File: src/rtl/opcode_fetch_queue.sv
// Instruction-fetch decode stage: a byte FIFO followed by an instruction
// assembler. It decodes the head opcode into cmd/mode/length and presents
// whole instructions over a valid/ready handshake.

package ofq_pkg;

  typedef enum logic [5:0] {
    CMD_NOP, CMD_ADC, CMD_AND, CMD_ASL, CMD_BCC, CMD_BCS, CMD_BEQ, CMD_BIT,
    CMD_BMI, CMD_BNE, CMD_BPL, CMD_BRK, CMD_BVC, CMD_BVS, CMD_CLC, CMD_CLD,
    CMD_CLI, CMD_CLV, CMD_CMP, CMD_CPX, CMD_CPY, CMD_DEC, CMD_DEX, CMD_DEY,
    CMD_EOR, CMD_INC, CMD_INX, CMD_INY, CMD_JMP, CMD_JSR, CMD_LDA, CMD_LDX,
    CMD_LDY, CMD_LSR, CMD_ORA, CMD_PHA, CMD_PHP, CMD_PLA, CMD_PLP, CMD_ROL,
    CMD_ROR, CMD_RTI, CMD_RTS, CMD_SBC, CMD_SEC, CMD_SED, CMD_SEI, CMD_STA,
    CMD_STX, CMD_STY, CMD_TAX, CMD_TAY, CMD_TSX, CMD_TXA, CMD_TXS, CMD_TYA
  } cmd_e;

  typedef enum logic [3:0] {
    MODE_IMPL, MODE_ACC, MODE_IMM, MODE_ZPG, MODE_ZPGX, MODE_ZPGY, MODE_ABS,
    MODE_ABSX, MODE_ABSY, MODE_IND, MODE_XIND, MODE_INDY, MODE_REL
  } mode_e;

endpackage

module opcode_fetch_queue
  import ofq_pkg::*;
#(
  parameter int DEPTH  = 8,
  parameter int CMD_W  = 6,
  parameter int MODE_W = 4
) (
  input  logic                     clk,
  input  logic                     nrst,
  input  logic                     flush,
  input  logic [7:0]               in_byte,
  input  logic                     in_valid,
  output logic                     in_ready,
  output logic                     out_valid,
  input  logic                     out_ready,
  output logic [7:0]               out_opcode,
  output logic [CMD_W-1:0]         out_cmd,
  output logic [MODE_W-1:0]        out_mode,
  output logic [15:0]              out_operand,
  output logic [1:0]               out_len,
  output logic                     out_illegal,
  output logic [$clog2(DEPTH):0]   count
);

  localparam int AW = $clog2(DEPTH);

  logic [7:0]    r_mem [DEPTH];
  logic [AW-1:0] r_wr_ptr, r_rd_ptr;
  logic [AW:0]   r_count;

  logic              r_out_valid, r_out_illegal;
  logic [7:0]        r_out_opcode;
  logic [CMD_W-1:0]  r_out_cmd;
  logic [MODE_W-1:0] r_out_mode;
  logic [15:0]       r_out_operand;
  logic [1:0]        r_out_len;

  logic [7:0]  w_op, w_b1, w_b2;
  logic [2:0]  w_aaa, w_bbb;
  cmd_e        w_cmd;
  mode_e       w_mode;
  logic        w_illegal;
  logic [1:0]  w_len;
  logic [15:0] w_operand;
  logic        w_push, w_load;

  // Head opcode and the two following bytes; AW-bit adds wrap modulo DEPTH.
  assign w_op  = r_mem[r_rd_ptr];
  assign w_b1  = r_mem[r_rd_ptr + AW'(1)];
  assign w_b2  = r_mem[r_rd_ptr + AW'(2)];
  assign w_aaa = w_op[7:5];
  assign w_bbb = w_op[4:2];

  // Decode the head opcode using the aaa/bbb/cc field structure of the ISA.
  always_comb begin
    // NOTE: every always_comb output gets a default first so no path can infer a latch.
    w_cmd     = CMD_NOP;
    w_mode    = MODE_IMPL;
    w_illegal = 1'b0;
    case (w_op[1:0])
      2'b01: begin
        case (w_aaa)
          3'd0: w_cmd = CMD_ORA;  3'd1: w_cmd = CMD_AND;
          3'd2: w_cmd = CMD_EOR;  3'd3: w_cmd = CMD_ADC;
          3'd4: w_cmd = CMD_STA;  3'd5: w_cmd = CMD_LDA;
          3'd6: w_cmd = CMD_CMP;  default: w_cmd = CMD_SBC;
        endcase
        case (w_bbb)
          3'd0: w_mode = MODE_XIND;  3'd1: w_mode = MODE_ZPG;
          3'd2: w_mode = MODE_IMM;   3'd3: w_mode = MODE_ABS;
          3'd4: w_mode = MODE_INDY;  3'd5: w_mode = MODE_ZPGX;
          3'd6: w_mode = MODE_ABSY;  default: w_mode = MODE_ABSX;
        endcase
      end
      2'b10: begin
        case (w_aaa)
          3'd0: w_cmd = CMD_ASL;  3'd1: w_cmd = CMD_ROL;
          3'd2: w_cmd = CMD_LSR;  3'd3: w_cmd = CMD_ROR;
          3'd4: w_cmd = CMD_STX;  3'd5: w_cmd = CMD_LDX;
          3'd6: w_cmd = CMD_DEC;  default: w_cmd = CMD_INC;
        endcase
        case (w_bbb)
          3'd0: if (w_aaa == 3'd5) w_mode = MODE_IMM; else w_cmd = CMD_NOP;
          3'd1: w_mode = MODE_ZPG;
          3'd2: begin
            case (w_aaa)
              3'd4:    w_cmd = CMD_TXA;
              3'd5:    w_cmd = CMD_TAX;
              3'd6:    w_cmd = CMD_DEX;
              3'd7:    w_cmd = CMD_NOP;
              default: w_mode = MODE_ACC;
            endcase
          end
          3'd3: w_mode = MODE_ABS;
          3'd5: if (w_aaa == 3'd4 || w_aaa == 3'd5) w_mode = MODE_ZPGY;
                else w_mode = MODE_ZPGX;
          3'd6: if (w_aaa == 3'd4) w_cmd = CMD_TXS;
                else if (w_aaa == 3'd5) w_cmd = CMD_TSX;
                else w_cmd = CMD_NOP;
          3'd7: if (w_aaa == 3'd5) w_mode = MODE_ABSY;
                else if (w_aaa == 3'd4) w_cmd = CMD_NOP;
                else w_mode = MODE_ABSX;
          default: w_cmd = CMD_NOP;
        endcase
      end
      2'b00: begin
        case (w_bbb)
          3'd4: begin
            w_mode = MODE_REL;
            case (w_aaa)
              3'd0: w_cmd = CMD_BPL;  3'd1: w_cmd = CMD_BMI;
              3'd2: w_cmd = CMD_BVC;  3'd3: w_cmd = CMD_BVS;
              3'd4: w_cmd = CMD_BCC;  3'd5: w_cmd = CMD_BCS;
              3'd6: w_cmd = CMD_BNE;  default: w_cmd = CMD_BEQ;
            endcase
          end
          3'd6: begin
            case (w_aaa)
              3'd0: w_cmd = CMD_CLC;  3'd1: w_cmd = CMD_SEC;
              3'd2: w_cmd = CMD_CLI;  3'd3: w_cmd = CMD_SEI;
              3'd4: w_cmd = CMD_TYA;  3'd5: w_cmd = CMD_CLV;
              3'd6: w_cmd = CMD_CLD;  default: w_cmd = CMD_SED;
            endcase
          end
          3'd2: begin
            case (w_aaa)
              3'd0: w_cmd = CMD_PHP;  3'd1: w_cmd = CMD_PLP;
              3'd2: w_cmd = CMD_PHA;  3'd3: w_cmd = CMD_PLA;
              3'd4: w_cmd = CMD_DEY;  3'd5: w_cmd = CMD_TAY;
              3'd6: w_cmd = CMD_INY;  default: w_cmd = CMD_INX;
            endcase
          end
          3'd0: begin
            case (w_aaa)
              3'd0: w_cmd = CMD_BRK;
              3'd1: begin w_cmd = CMD_JSR; w_mode = MODE_ABS; end
              3'd2: w_cmd = CMD_RTI;
              3'd3: w_cmd = CMD_RTS;
              3'd5: begin w_cmd = CMD_LDY; w_mode = MODE_IMM; end
              3'd6: begin w_cmd = CMD_CPY; w_mode = MODE_IMM; end
              3'd7: begin w_cmd = CMD_CPX; w_mode = MODE_IMM; end
              default: w_cmd = CMD_NOP;
            endcase
          end
          default: begin
            case (w_aaa)
              3'd1: w_cmd = CMD_BIT;  3'd2: w_cmd = CMD_JMP;
              3'd3: w_cmd = CMD_JMP;  3'd4: w_cmd = CMD_STY;
              3'd5: w_cmd = CMD_LDY;  3'd6: w_cmd = CMD_CPY;
              3'd7: w_cmd = CMD_CPX;  default: w_cmd = CMD_NOP;
            endcase
            if (w_aaa != 3'd0) begin
              case (w_bbb)
                3'd1: w_mode = MODE_ZPG;
                3'd3: if (w_aaa == 3'd3) w_mode = MODE_IND; else w_mode = MODE_ABS;
                3'd5: w_mode = MODE_ZPGX;
                default: w_mode = MODE_ABSX;
              endcase
            end
          end
        endcase
      end
      default: w_illegal = 1'b1;  // cc == 11: emitted as a 1-byte NOP
    endcase
  end

  // Instruction length from addressing mode, with the JSR/BRK overrides.
  always_comb begin
    case (w_mode)
      MODE_IMPL, MODE_ACC:                     w_len = 2'd1;
      MODE_ABS, MODE_ABSX, MODE_ABSY, MODE_IND: w_len = 2'd3;
      default:                                 w_len = 2'd2;
    endcase
    if (w_op == 8'h20) w_len = 2'd3;
    if (w_op == 8'h00) w_len = 2'd1;
  end

  assign w_operand = (w_len == 2'd3) ? {w_b2, w_b1} :
                     (w_len == 2'd2) ? {8'h00, w_b1} : 16'h0000;

  assign in_ready = (r_count < (AW+1)'(DEPTH)) && !flush;
  assign w_push   = in_valid && in_ready;
  assign w_load   = (!r_out_valid || out_ready) && (r_count >= (AW+1)'(w_len)) && !flush;

  // Byte storage write port.
  always_ff @(posedge clk) begin
    // NOTE: the storage array is deliberately not reset; count and pointers define validity.
    if (w_push) r_mem[r_wr_ptr] <= in_byte;
  end

  // FIFO pointers and occupancy; flush discards everything queued.
  always_ff @(posedge clk or negedge nrst) begin
    // NOTE: sequential state uses non-blocking assignments so all registers update together.
    if (!nrst) begin
      r_wr_ptr <= '0;
      r_rd_ptr <= '0;
      r_count  <= '0;
    end else if (flush) begin
      r_wr_ptr <= '0;
      r_rd_ptr <= '0;
      r_count  <= '0;
    end else begin
      if (w_push) r_wr_ptr <= r_wr_ptr + AW'(1);
      if (w_load) r_rd_ptr <= r_rd_ptr + AW'(w_len);
      r_count <= r_count + (AW+1)'(w_push) - (w_load ? (AW+1)'(w_len) : '0);
    end
  end

  // Output register: capture a whole instruction or retire the current one.
  always_ff @(posedge clk or negedge nrst) begin
    if (!nrst) begin
      r_out_valid   <= 1'b0;
      r_out_opcode  <= '0;
      r_out_cmd     <= '0;
      r_out_mode    <= '0;
      r_out_operand <= '0;
      r_out_len     <= '0;
      r_out_illegal <= 1'b0;
    end else if (flush) begin
      r_out_valid <= 1'b0;
    end else if (w_load) begin
      r_out_valid   <= 1'b1;
      r_out_opcode  <= w_op;
      r_out_cmd     <= CMD_W'(w_cmd);
      r_out_mode    <= MODE_W'(w_mode);
      r_out_operand <= w_operand;
      r_out_len     <= w_len;
      r_out_illegal <= w_illegal;
    end else if (out_ready) begin
      r_out_valid <= 1'b0;
    end
  end

  assign out_valid   = r_out_valid;
  assign out_opcode  = r_out_opcode;
  assign out_cmd     = r_out_cmd;
  assign out_mode    = r_out_mode;
  assign out_operand = r_out_operand;
  assign out_len     = r_out_len;
  assign out_illegal = r_out_illegal;
  assign count       = r_count;

endmodule

File: config.mk
export PLATFORM = sky130hd
export DESIGN_NAME = opcode_fetch_queue
export DESIGN_NICKNAME = d
export VERILOG_FILES = /design/src/rtl/opcode_fetch_queue.sv
export SDC_FILE = /design/constraint.sdc
export NUM_CORES = 1
export LEC_CHECK = 0
export ABC_AREA = 0
export CORE_AREA = 8 8 124 126
export DETAILED_ROUTE_END_ITERATION = 12
export DIE_AREA = 0 0 132 134
export PLACE_DENSITY = 0.8
export SYNTH_ARGS = -nofsm -noshare
export SYNTH_HDL_FRONTEND = slang
export SYNTH_SLANG_ARGS = --single-unit
export TNS_END_PERCENT = 20
File: constraint.sdc
create_clock -name clk -period 5 [get_ports clk]
set_input_delay 0.75 -clock clk [delete_from_list [all_inputs] [get_ports clk]]
set_output_delay 0.75 -clock clk [all_outputs]
set_load 0.03 [all_outputs]
# Word level (Yosys, flattened, before mapping)
# Memory sizes are Yosys's and may differ from the RTL's.
# Cells that the tools add are included.
word_totals:
  wordCells: 116
  memories: 1
  in_bits: 13
  output_inout_bits: 43
  reg_bits: 48
  ramBits: 64
classes:
  bitwise_logic: 1
  order_cmp: 2
  reduce_logical: 26
  eq_ne: 24
  n_mux: 46
  add_sub_neg: 6
mem_list:
  columns: ["memory", "depth", "width", "read_ports", "rd_ports_with_merged_regs", "write_ports", "line_no", "source"]
  rows:
  - ["r_mem", 8, 8, 3, 0, 1, "50", "logic [7:0] r_mem [DEPTH];"]
op_table:
  columns: ["op", "n"]
  rows:
  - ["case mux 6 bit (7 select lines)", 5]
  - ["case mux 4 bit (7 select lines)", 2]
  - ["case mux 6 bit (4 select lines)", 2]
  - ["case mux 4 bit (3 select lines)", 3]
  - ["case mux 6 bit (6 select lines)", 1]
  - ["two-way mux 6 bit", 5]
  - ["case mux 6 bit (5 select lines)", 1]
  - ["equality test 3 bit, second input constant", 8]
  - ["case mux 4 bit (6 select lines)", 1]
  - ["case mux 6 bit (3 select lines)", 1]
  - ["two-way mux 16 bit", 1]
  - ["two-way mux 4 bit", 4]
  - ["two-way mux 3 bit", 5]
  - ["equality test 3 x 2 -> 1 bit, second input constant", 4]
  - ["OR reduction 3 bit", 3]
  - ["equality test 4 x 3 -> 1 bit, second input constant", 2]
  - ["equality test 4 bit, second input constant", 2]
  - ["equality test 8 x 6 -> 1 bit, second input constant", 1]
  - ["zero test 8 bit", 1]
  - ["two-way mux 1 bit", 8]
  - ["two-way mux 2 bit", 4]
  - ["two-way mux 8 bit", 1]
  - ["OR reduction 4 bit", 2]
  - ["adder 3 x 1 -> 3 bit, second input constant", 2]
  - ["23 further kinds", 36]

# Logic depth before layout (Yosys ltp)
# Gate-level depths: netlist of run 1.
# An unclocked memory read counts as a cell.
depth:
  word_depth: 18
  depth_mapped: 27
  mapped_depth_nobuf: 20

# Worst setup path before layout of run 1
# OpenSTA, ideal clock, no wires.
synth_timing:
  path_type: "flip-flop to flip-flop"
  startpoint: "register r_rd_ptr[0]"
  endpoint: "register r_count[2] (netlist: count[2])"
  n_path_buf: 7
  setup_slack_ps: -403
  stages_incl_launch_ff: 27
  period_less_slack_ps: 5403
  arrival_ps: 5271
  setup_ps: 132
  required_time_ps: 4868
  cell_sequence: "dfrtp_1 > buf_6 > buf_8 > buf_6 > mux4_2 > mux2i_1 > buf_2 > nor2_1 > o21bai_1 > or4_1 > a21oi_1 > buf_4 > nor2_1 > ha_1 > nand2b_1 > a21oi_1 > o21ai_1 > nand3_1 > clkbuf_1 > clkbuf_1 > nor3_1 > ha_1 > inv_1 > ha_1 > fa_1 > xnor2_1 > nor2_1"
synth_between:
  elab_chain_len: 18
  elab_cells_between_ends: 55
  cone_classes: "add/sub (1); order compare (1); eq/ne (21); mux (18); reduce/logical (13); memory (1)"
synth_lines:
  columns: ["element", "line_no", "source"]
  rows:
  - ["from (decl)", "51", "logic [AW-1:0] r_wr_ptr, r_rd_ptr;"]
  - ["from (signal assigned)", "227", "if (w_load) r_rd_ptr <= r_rd_ptr + AW'(w_len);"]
  - ["memory (8 x 8 bit) *", null, null]
  - ["equality test 3 x 2 -> 1 bit", "178", "3'd3: if (w_aaa == 3'd3) w_mode = MODE_IND; else w_mode = MODE_ABS;"]
  - ["two-way mux 4 bit", "178", null]
  - ["case mux 4 bit (3 select lines)", "176", "case (w_bbb)"]
  - ["two-way mux 4 bit", "175", "if (w_aaa != 3'd0) begin"]
  - ["case mux 4 bit (3 select lines)", "130", "case (w_bbb)"]
  - ["case mux 4 bit (3 select lines)", "83", "case (w_op[1:0])"]
  - ["equality test 4 x 3 -> 1 bit, or another cell as far along", "192", "case (w_mode)"]
  - ["(+2 left out)", null, null]
  - ["two-way mux 2 bit", "197", "if (w_op == 8'h20) w_len = 2'd3;"]
  - ["two-way mux 2 bit *", "198", "if (w_op == 8'h00) w_len = 2'd1;"]
  - ["net w_len[0]", "66", "logic [1:0] w_len;"]
  - ["greater-or-equal comparator 4 x 2 -> 1 bit", "206", "assign w_load = (!r_out_valid || out_ready) && (r_count >= (AW+1)'(w_len)) && !flush;"]
  - ["logical AND 1 bit (2 in a row)", "206", null]
  - ["two-way mux 2 bit *", "228", "r_count <= r_count + (AW+1)'(w_push) - (w_load ? (AW+1)'(w_len) : '0);"]
  - ["subtractor 4 x 2 -> 4 bit *", "228", null]
  - ["two-way mux 4 bit *", "221", "end else if (flush) begin"]
  - ["to (signal assigned)", "228", null]
  - ["to (decl)", "52", "logic [AW:0] r_count;"]
# The timed path passes the listed nets; every way through them passes the cells marked *.
# A chain may end at the register's enable or synchronous reset.

# Final worst setup path of run 1
layout_timing:
  startpoint: "register r_rd_ptr[0]"
  endpoint: "register r_count[3] (netlist: count[3])"
# The elaborated chain is that of the path after synthesis.

==> results of run 1 <==
how the worst max path moves through the flow:
stage / slack [ns] / endpoint / from / depth (start not counted)
2_1_floorplan: -0.09 / count[1] / r_rd_ptr[0] / 25
3_3_place_gp: 0.19 / count[3] / r_rd_ptr[0] / 20
3_5_place_dp: 0.04 / count[3] / r_rd_ptr[0] / 21
4_1_cts: 0.03 / count[3] / r_rd_ptr[0] / 21
5_1_grt: -0.02 / count[3] / r_rd_ptr[0] / 20
6_report: 0.13 / count[3] / r_rd_ptr[0] / 20
cells in the final DEF (no fill, tap or decap), types with 4 or more instances in the layout:
cell type	count
a211o_1	4
a211oi_1	4
a21oi_1	26
a31oi_1	4
buf_4	42
buf_6	4
clkbuf_16	10
clkdlybuf4s50_1	54
dfrtp_1	46
edfxtp_1	64
ha_1	11
inv_1	9
mux2_2	13
mux2i_1	11
mux2i_4	5
mux4_2	40
nand2_1	61
nand2b_1	6
nand3_1	8
nor2_1	33
nor2b_1	4
nor3_1	10
o21ai_0	31
o22ai_1	4
o31ai_1	19
xnor2_1	5
cell families after synthesis:
family                   share of synthesized area
AND/OR/NAND/NOR                              0.107
AO/OA/AOI/OAI                                0.138
flip-flops                                   0.478
multiplexers                                 0.197
buffers and inverters                       0.0376
adder cells (fa/ha/maj)                     0.0307
XOR/XNOR                                    0.0107
through the flow:
stage	total power (W)	area, um2
floorplan	0.00389	6630
global placement	0.00499	7500
detailed placement	0.00505	7500
CTS	0.00584	7820
global route	0.00640	8000
finish	0.00605	8000
final cells by class:
| type | instances | share of cell area |
|---|---|---|
| clock buffer | 9 | 0.0281 |
| clock inverter | 7 | 0.0114 |
| inverter | 9 | 0.00422 |
| multi-input combinational | 376 | 0.414 |
| sequential | 112 | 0.391 |
| tap | 180 | 0.0281 |
| timing repair buffer | 105 | 0.124 |
power by group through the flow:
stage | combinational [W] | sequential [W] | clock (W)
after floorplan | 0.00239 | 0.00151 | 0
after global placement | 0.00371 | 0.00128 | 0
after detailed placement | 0.00376 | 0.00129 | 0
after CTS | 0.00378 | 0.00127 | 0.000789
after global routing | 0.00428 | 0.00130 | 0.000823
final | 0.00399 | 0.00128 | 0.000784
per-layer routing:
metal / track usage / vias up / wire length [um]
met5: 0 / - / 0
met4: 0.0708 / 0 / 448
met3: 0.0535 / 37 / 1220
met2: 0.338 / 226 / 9100
met1: 0.254 / 2490 / 7460
li1: - / 2241 / -
worst max-delay path, delay by kind of cell, from the launching register on:
kind                     cells  cell delay, ns
XOR/XNOR                     1            0.14
AO/OA/AOI/OAI                6            0.93
buffers and inverters        1            0.18
multiplexers                 2            0.96
AND/OR/NAND/NOR              7            1.18
adder cells (fa/ha/maj)      3            0.89
flip-flops                   1            0.44
sequential cells by signal, summed over array words and instances, names as in the netlist:
signal       count
r_rd_ptr         3
out_valid        1
out_illegal      1
out_operand     16
out_len          2
out_mode         4
out_opcode       8
r_wr_ptr         3
count            4
r_mem           64
out_cmd          6
repair_timing:
item	4_1_cts	5_1_grt
endpoints found under the setup margin	0	3
buffers inserted	0	5
hold buffers	0	0
resized for setup	0	25
==> impl_metrics.env, run 1 <==
export IMPL_outcome="complete, no violations"
export IMPL_yosysWarnings=0
export IMPL_timing_fmax_mhz=205
export IMPL_cp_slowest_cell="mux4_2"
export IMPL_setup_tns_ns=0
export IMPL_yosysTopAreaCell="edfxtp_1"
export IMPL_fin_skew_ns=0.0126
export IMPL_regArea_mm2=0.00313
export IMPL_hold_depth=2
export IMPL_place_worst_setup_slack_ns=0.0434
export IMPL_ys_ff_latch=112
export IMPL_p_sw_w=0.00280
export IMPL_cts_num_sinks=112
export IMPL_ys_async_sr_fraction=0.429
export IMPL_start_util=0.484
export IMPL_utilization=0.593
export IMPL_wirelength_um=18200
export IMPL_fp_dieW_um=132
export IMPL_crit_top_cell="ha_1"
export IMPL_r2r_start="r_rd_ptr[0]"
export IMPL_worst_slack_ns=0.131
export IMPL_dp_hpwl_um=12900
export IMPL_track_usage=0.204
export IMPL_wire_per_inst_um=22.8
export IMPL_yosysTopAreaCellShare=0.294
export IMPL_drt_iter0_markers=467
export IMPL_fin_crit_sh=0.974
export IMPL_synth_most_common_cell="edfxtp_1"
export IMPL_clkPwrFrac=0.129
export IMPL_coreArea_mm2=0.0135
export IMPL_insertion_delay_ns=0.37
export IMPL_r2r_end="count[3]"
export IMPL_synth_edff_count=64
export IMPL_power_leakage_nw=2.84
export IMPL_hold_slack_ns=0.479
export IMPL_cts_max_path_buffers=2
export IMPL_path_clk_slew_ns=0.07
export IMPL_htree_levels=3
export IMPL_grt_max_degree=56
export IMPL_layoutNonFillerInstCount=798
export IMPL_p_seq_frac=0.211
export IMPL_tightest_slew_ns=1.05
export IMPL_reg2reg_depth=20
export IMPL_critPathMaxFanout=13
export IMPL_vias=4994
export IMPL_dieArea_mm2=0.0177
export IMPL_synth_area_mm2=0.00653
export IMPL_power_switching_share=0.462
export IMPL_yosys_top_cells_area="edfxtp_1, dfrtp_1, mux4_2"
export IMPL_cp_start_kind="register"
export IMPL_multi_input_area_mm2=0.00331
export IMPL_crit_arrival_ns=5.10
export IMPL_cp_end_kind="register"
export IMPL_p_int_w=0.00325
export IMPL_hold_viol=0
export IMPL_antenna_left=0
export IMPL_power_density_mw_per_mm2=756
export IMPL_required_ns=5.23
export IMPL_syn_num_nets=567
export IMPL_drt_pass1_iter_count=5
export IMPL_synth_cell_type_count=67
export IMPL_antenna_found_initial=0
export IMPL_port_buffers=55
export IMPL_drc=0
export IMPL_p_comb_frac=0.660
export IMPL_drv_cap=0
export IMPL_die_h_um=134
export IMPL_grt_pass1_wl_um=28200
export IMPL_worstHoldEndpoint="out_opcode[4]"
export IMPL_hold_path_startpoint="out_opcode[4]"
export IMPL_peakVddDrop_v=0.000358
export IMPL_crit_path_cell_trace="buf_12, mux4_2, mux2_2, nand2_2, o21bai_4, or4_4, a21oi_2, nor2_2, ha_1, nand2b_1, a21oi_1, o21ai_2, and3_1, nand2b_1, ha_1, ha_1, a21o_1, a21oi_1, xnor2_1, nor2_1"
export IMPL_final_net_count=640
export IMPL_worstHoldPathType="reg -> reg"
export IMPL_postSynthAreaPerCell_um2=12.1
export IMPL_path_class="reg -> reg"
export IMPL_num_io_pins=56
export IMPL_root_buffer="clkbuf_16"
export IMPL_grt_overflow=0
export IMPL_num_rows=43
export IMPL_diodes=0
export IMPL_via_per_inst=6.26
export IMPL_cts_tree="built"
export IMPL_slowest_delay_ns=0.58
export IMPL_relSlewSlack=0.300
export IMPL_seq_area_frac_synth=0.478
export IMPL_reg2reg_slack_ns=0.13
export IMPL_setup_violations=0
export IMPL_area_growth_pct=22.5
export IMPL_drive_gt1_frac=0.257
export IMPL_synth_flop_cell="edfxtp_1"
export IMPL_synthTopCellsByCount="edfxtp_1, nand2_1, dfrtp_1, mux4_2, nor2_1"
export IMPL_gp_congestion=0.911
export IMPL_n_fill_cell=1065
export IMPL_dp_cells=776
export IMPL_numCtsBuffers=9
export IMPL_syn_inst=540
export IMPL_period_minus_slack_ns=4.87
export IMPL_final_max_slew_violation_count=0
export IMPL_first_global_vias=4958
Note: power is estimated with default switching activity, not from simulation.
==> inputs of run 2 (changes only) <==
==> constraint.sdc (replaced) <==
create_clock -name clk -period 5 [get_ports clk]
set_input_delay 0.75 -clock clk [delete_from_list [all_inputs] [get_ports clk]]
set_output_delay 0.75 -clock clk [all_outputs]
set_load 0.01 [all_outputs]
==> results of run 2 <==
The final DEF is identical to that of run 1. Status: complete, no violations.
Main changes from that run: total power 0.00605 W -> 0.00585 W; worst IR drop on VDD 0.000358 V -> 0.000345 V
==> inputs of run 3 (changes only) <==
--- a/config.mk
+++ b/config.mk
@@ -9,7 +9,7 @@
 export CORE_AREA = 8 8 124 126
 export DETAILED_ROUTE_END_ITERATION = 12
 export DIE_AREA = 0 0 132 134
-export PLACE_DENSITY = 0.8
+export PLACE_DENSITY = 0.77
 export SYNTH_ARGS = -nofsm -noshare
 export SYNTH_HDL_FRONTEND = slang
 export SYNTH_SLANG_ARGS = --single-unit
==> constraint.sdc (replaced) <==
create_clock -name clk -period 5.55 [get_ports clk]
set_input_delay 0.8325 -clock clk [delete_from_list [all_inputs] [get_ports clk]]
set_output_delay 0.8325 -clock clk [all_outputs]
set_load 0.01 [all_outputs]
==> run 3 against run 2 <==
Compared with the run above:
- worst setup slack improved by 0.068 ns
- via count rose by 0.58%
- largest cell class unchanged
- count of clock-buffer cells in the layout rose by 1
- clock skew fell by 0.0044 ns
- final cell count is 2.4% lower
- total power decreased by 16%
- maximum frequency is 9.0% lower
- non-clock buffer count decreased by 19
- global-route usage down 0.67 points
- clock power down 12%
- largest power group unchanged
- critical path depth is 1 higher
- utilization is 2.5 points lower
==> impl_metrics.env, run 3 (synthesis gave the netlist of run 1 again) <==
export IMPL_outcome="complete, no violations"
export IMPL_root_buffer="clkbuf_16"
export IMPL_start_util=0.484
export IMPL_p_total_w=0.00494
export IMPL_cp_start_kind="register"
export IMPL_busiest_layer="met2"
export IMPL_period_minus_slack_ns=5.35
export IMPL_regArea_mm2=0.00312
export IMPL_grt_setup_unrepaired="false"
export IMPL_wirelength_um=17300
export IMPL_crit_top_cell="ha_1"
export IMPL_fin_crit_sh=0.964
export IMPL_htree_levels=3
export IMPL_hold_depth=2
export IMPL_p_comb_frac=0.626
export IMPL_diodes=0
export IMPL_slowest_delay_ns=0.57
export IMPL_dp_hpwl_um=12100
export IMPL_power_leakage_nw=2.71
export IMPL_clkPwrFrac=0.139
export IMPL_first_global_vias=4901
export IMPL_drive_gt1_frac=0.205
export IMPL_cts_max_path_buffers=2
export IMPL_worstHoldEndpoint="out_operand[5]"
export IMPL_die_h_um=134
export IMPL_grt_overflow=0
export IMPL_n_fill_cell=1080
export IMPL_power_density_mw_per_mm2=645
export IMPL_largest_reg_flops=64
export IMPL_setup_violations=0
export IMPL_antenna_found_initial=0
export IMPL_relSlewSlack=0.238
export IMPL_reg2reg_slack_ns=0.20
export IMPL_insertion_delay_ns=0.36
export IMPL_regMostFlops="r_mem"
export IMPL_tightest_slew_ns=1.14
export IMPL_cp_end_kind="register"
export IMPL_peakVddDrop_v=0.000276
export IMPL_path_clk_slew_ns=0.07
export IMPL_r2r_end="count[3]"
export IMPL_gp_congestion=0.889
export IMPL_numCtsBuffers=9
export IMPL_grt_pass1_wl_um=27500
export IMPL_p_sw_w=0.00224
export IMPL_crit_arrival_ns=5.59
export IMPL_dp_cells=760
export IMPL_fin_skew_ns=0.00825
export IMPL_cp_slowest_cell="mux4_2"
export IMPL_crit_path_cell_trace="buf_4, mux4_2, mux2i_1, buf_4, o41ai_1, a2111oi_1, or3_4, and3_1, nor2_1, ha_1, nand2b_1, a21oi_1, o21ai_1, and3_1, nand2b_1, ha_1, ha_1, a21o_1, a21oi_1, xnor2_1, nor2_1"
export IMPL_reg2reg_depth=21
export IMPL_grt_max_degree=56
export IMPL_cts_num_sinks=112
export IMPL_layoutNonFillerInstCount=779
export IMPL_drv_cap=0
export IMPL_critPathMaxFanout=20
export IMPL_via_per_inst=6.45
export IMPL_fp_dieW_um=132
export IMPL_worstHoldPathType="reg -> reg"
export IMPL_dieArea_mm2=0.0177
export IMPL_drc=0
export IMPL_antenna_left=0
export IMPL_timing_fmax_mhz=187
export IMPL_drt_iter0_markers=569
export IMPL_hold_path_startpoint="out_operand[5]"
export IMPL_multi_input_area_mm2=0.00318
export IMPL_num_rows=43
export IMPL_coreArea_mm2=0.0135
export IMPL_area_growth_pct=17.4
export IMPL_mostFrequentLayoutCells="edfxtp_1, nand2_1, clkdlybuf4s50_1, dfrtp_1, mux4_2"
export IMPL_use_met1=0.253
export IMPL_vias=5023
export IMPL_final_net_count=621
export IMPL_p_int_w=0.00270
export IMPL_power_switching_share=0.454
export IMPL_final_max_slew_violation_count=0
export IMPL_final_common_cell="edfxtp_1"
export IMPL_p_seq_frac=0.235
export IMPL_required_ns=5.79
export IMPL_gr_usage_met3=0.0411
export IMPL_path_delay_family="compound AO/OA/AOI/OAI gates"
export IMPL_drt_pass1_iter_count=5
export IMPL_r2r_start="r_rd_ptr[0]"
export IMPL_num_io_pins=56
export IMPL_hold_viol=0
export IMPL_port_buffers=55
export IMPL_path_class="reg -> reg"
export IMPL_cts_tree="built"
export IMPL_wire_per_inst_um=22.2
export IMPL_cp_num_buf_inv=2
export IMPL_met2_usage=0.317
export IMPL_track_usage=0.197
export IMPL_setup_tns_ns=0
## run 3: changes by cell type in the layout (fill, tap and decap cells not counted), moves of 3 or more
| cell | before | now |
|---|---|---|
| buf_6 | 4 | 0 |
| mux2_4 | 3 | 0 |
| mux2_2 | 13 | 16 |
| nor2_2 | 3 | 0 |
| buf_4 | 42 | 30 |
| mux2i_4 | 5 | 1 |
| nor2_1 | 33 | 37 |
## run 3: repair_timing
item	in CTS	in global routing
hold buffers	0	0
endpoints found under the setup margin	0	3
endpoints found under the hold margin	0	0
setup buffers	0	3
resized for setup	0	1
## run 3: stage by stage
stage	setup slack, ns	util	hold slack [ns]	cell area (um2)
after floorplan	0.148	-	0.516	6530
after global placement	0.331	0.543	0.459	7330
after detailed placement	0.206	0.543	0.465	7330
after CTS	0.156	0.566	0.481	7640
after global routing	0.00454	0.567	0.517	7660
final	0.199	0.567	0.476	7660
## run 3: power groups by stage
| stage | sequential [W] | clock, W | combinational [W] |
|---|---|---|---|
| after detailed placement | 0.00118 | 0 | 0.00303 |
| after CTS | 0.00116 | 0.000696 | 0.00305 |
| after global routing | 0.00118 | 0.000721 | 0.00334 |
| final | 0.00116 | 0.000689 | 0.00309 |
| after floorplan | 0.00118 | 0 | 0.00205 |
| after global placement | 0.00117 | 0 | 0.00299 |
## run 3: per-layer routing
metal | wire (um) | up-vias | part of all wire
met5 | 0 | - | 0
met3 | 1440 | 42 | 0.083
met2 | 8190 | 272 | 0.47
met4 | 512 | 0 | 0.030
li1 | - | 2209 | -
met1 | 7140 | 2500 | 0.41
## run 3: worst max path at each step
stage	from	slack [ns]	end	depth (start not counted)
2_1_floorplan	r_rd_ptr[0]	0.15	count[2]	26
3_3_place_gp	r_rd_ptr[0]	0.33	count[3]	21
3_5_place_dp	r_rd_ptr[0]	0.21	count[3]	21
4_1_cts	r_rd_ptr[0]	0.16	count[3]	21
5_1_grt	r_rd_ptr[0]	0.005	count[3]	22
6_report	r_rd_ptr[0]	0.20	count[3]	21
## run 3: layout make-up
type	count	share of cell area
Multi-Input combinational cell	376	0.415
Sequential cell	112	0.408
Timing Repair Buffer	86	0.103
Clock buffer	10	0.0312
Tap cell	180	0.0294
Clock inverter	6	0.00947
Inverter	9	0.00441
## run 3: worst reg2reg max path, cell delays in order (launching register included)
cell and delay (ns):
dfrtp_2 0.50, buf_4 0.32, mux4_2 0.58, mux2i_1 0.15
buf_4 0.28, o41ai_1 0.13, a2111oi_1 0.54, or3_4 0.25
and3_1 0.22, nor2_1 0.08, ha_1 0.27, nand2b_1 0.09
a21oi_1 0.06, o21ai_1 0.28, and3_1 0.24, nand2b_1 0.07
ha_1 0.33, ha_1 0.32, a21o_1 0.17, a21oi_1 0.17
xnor2_1 0.14, nor2_1 0.05
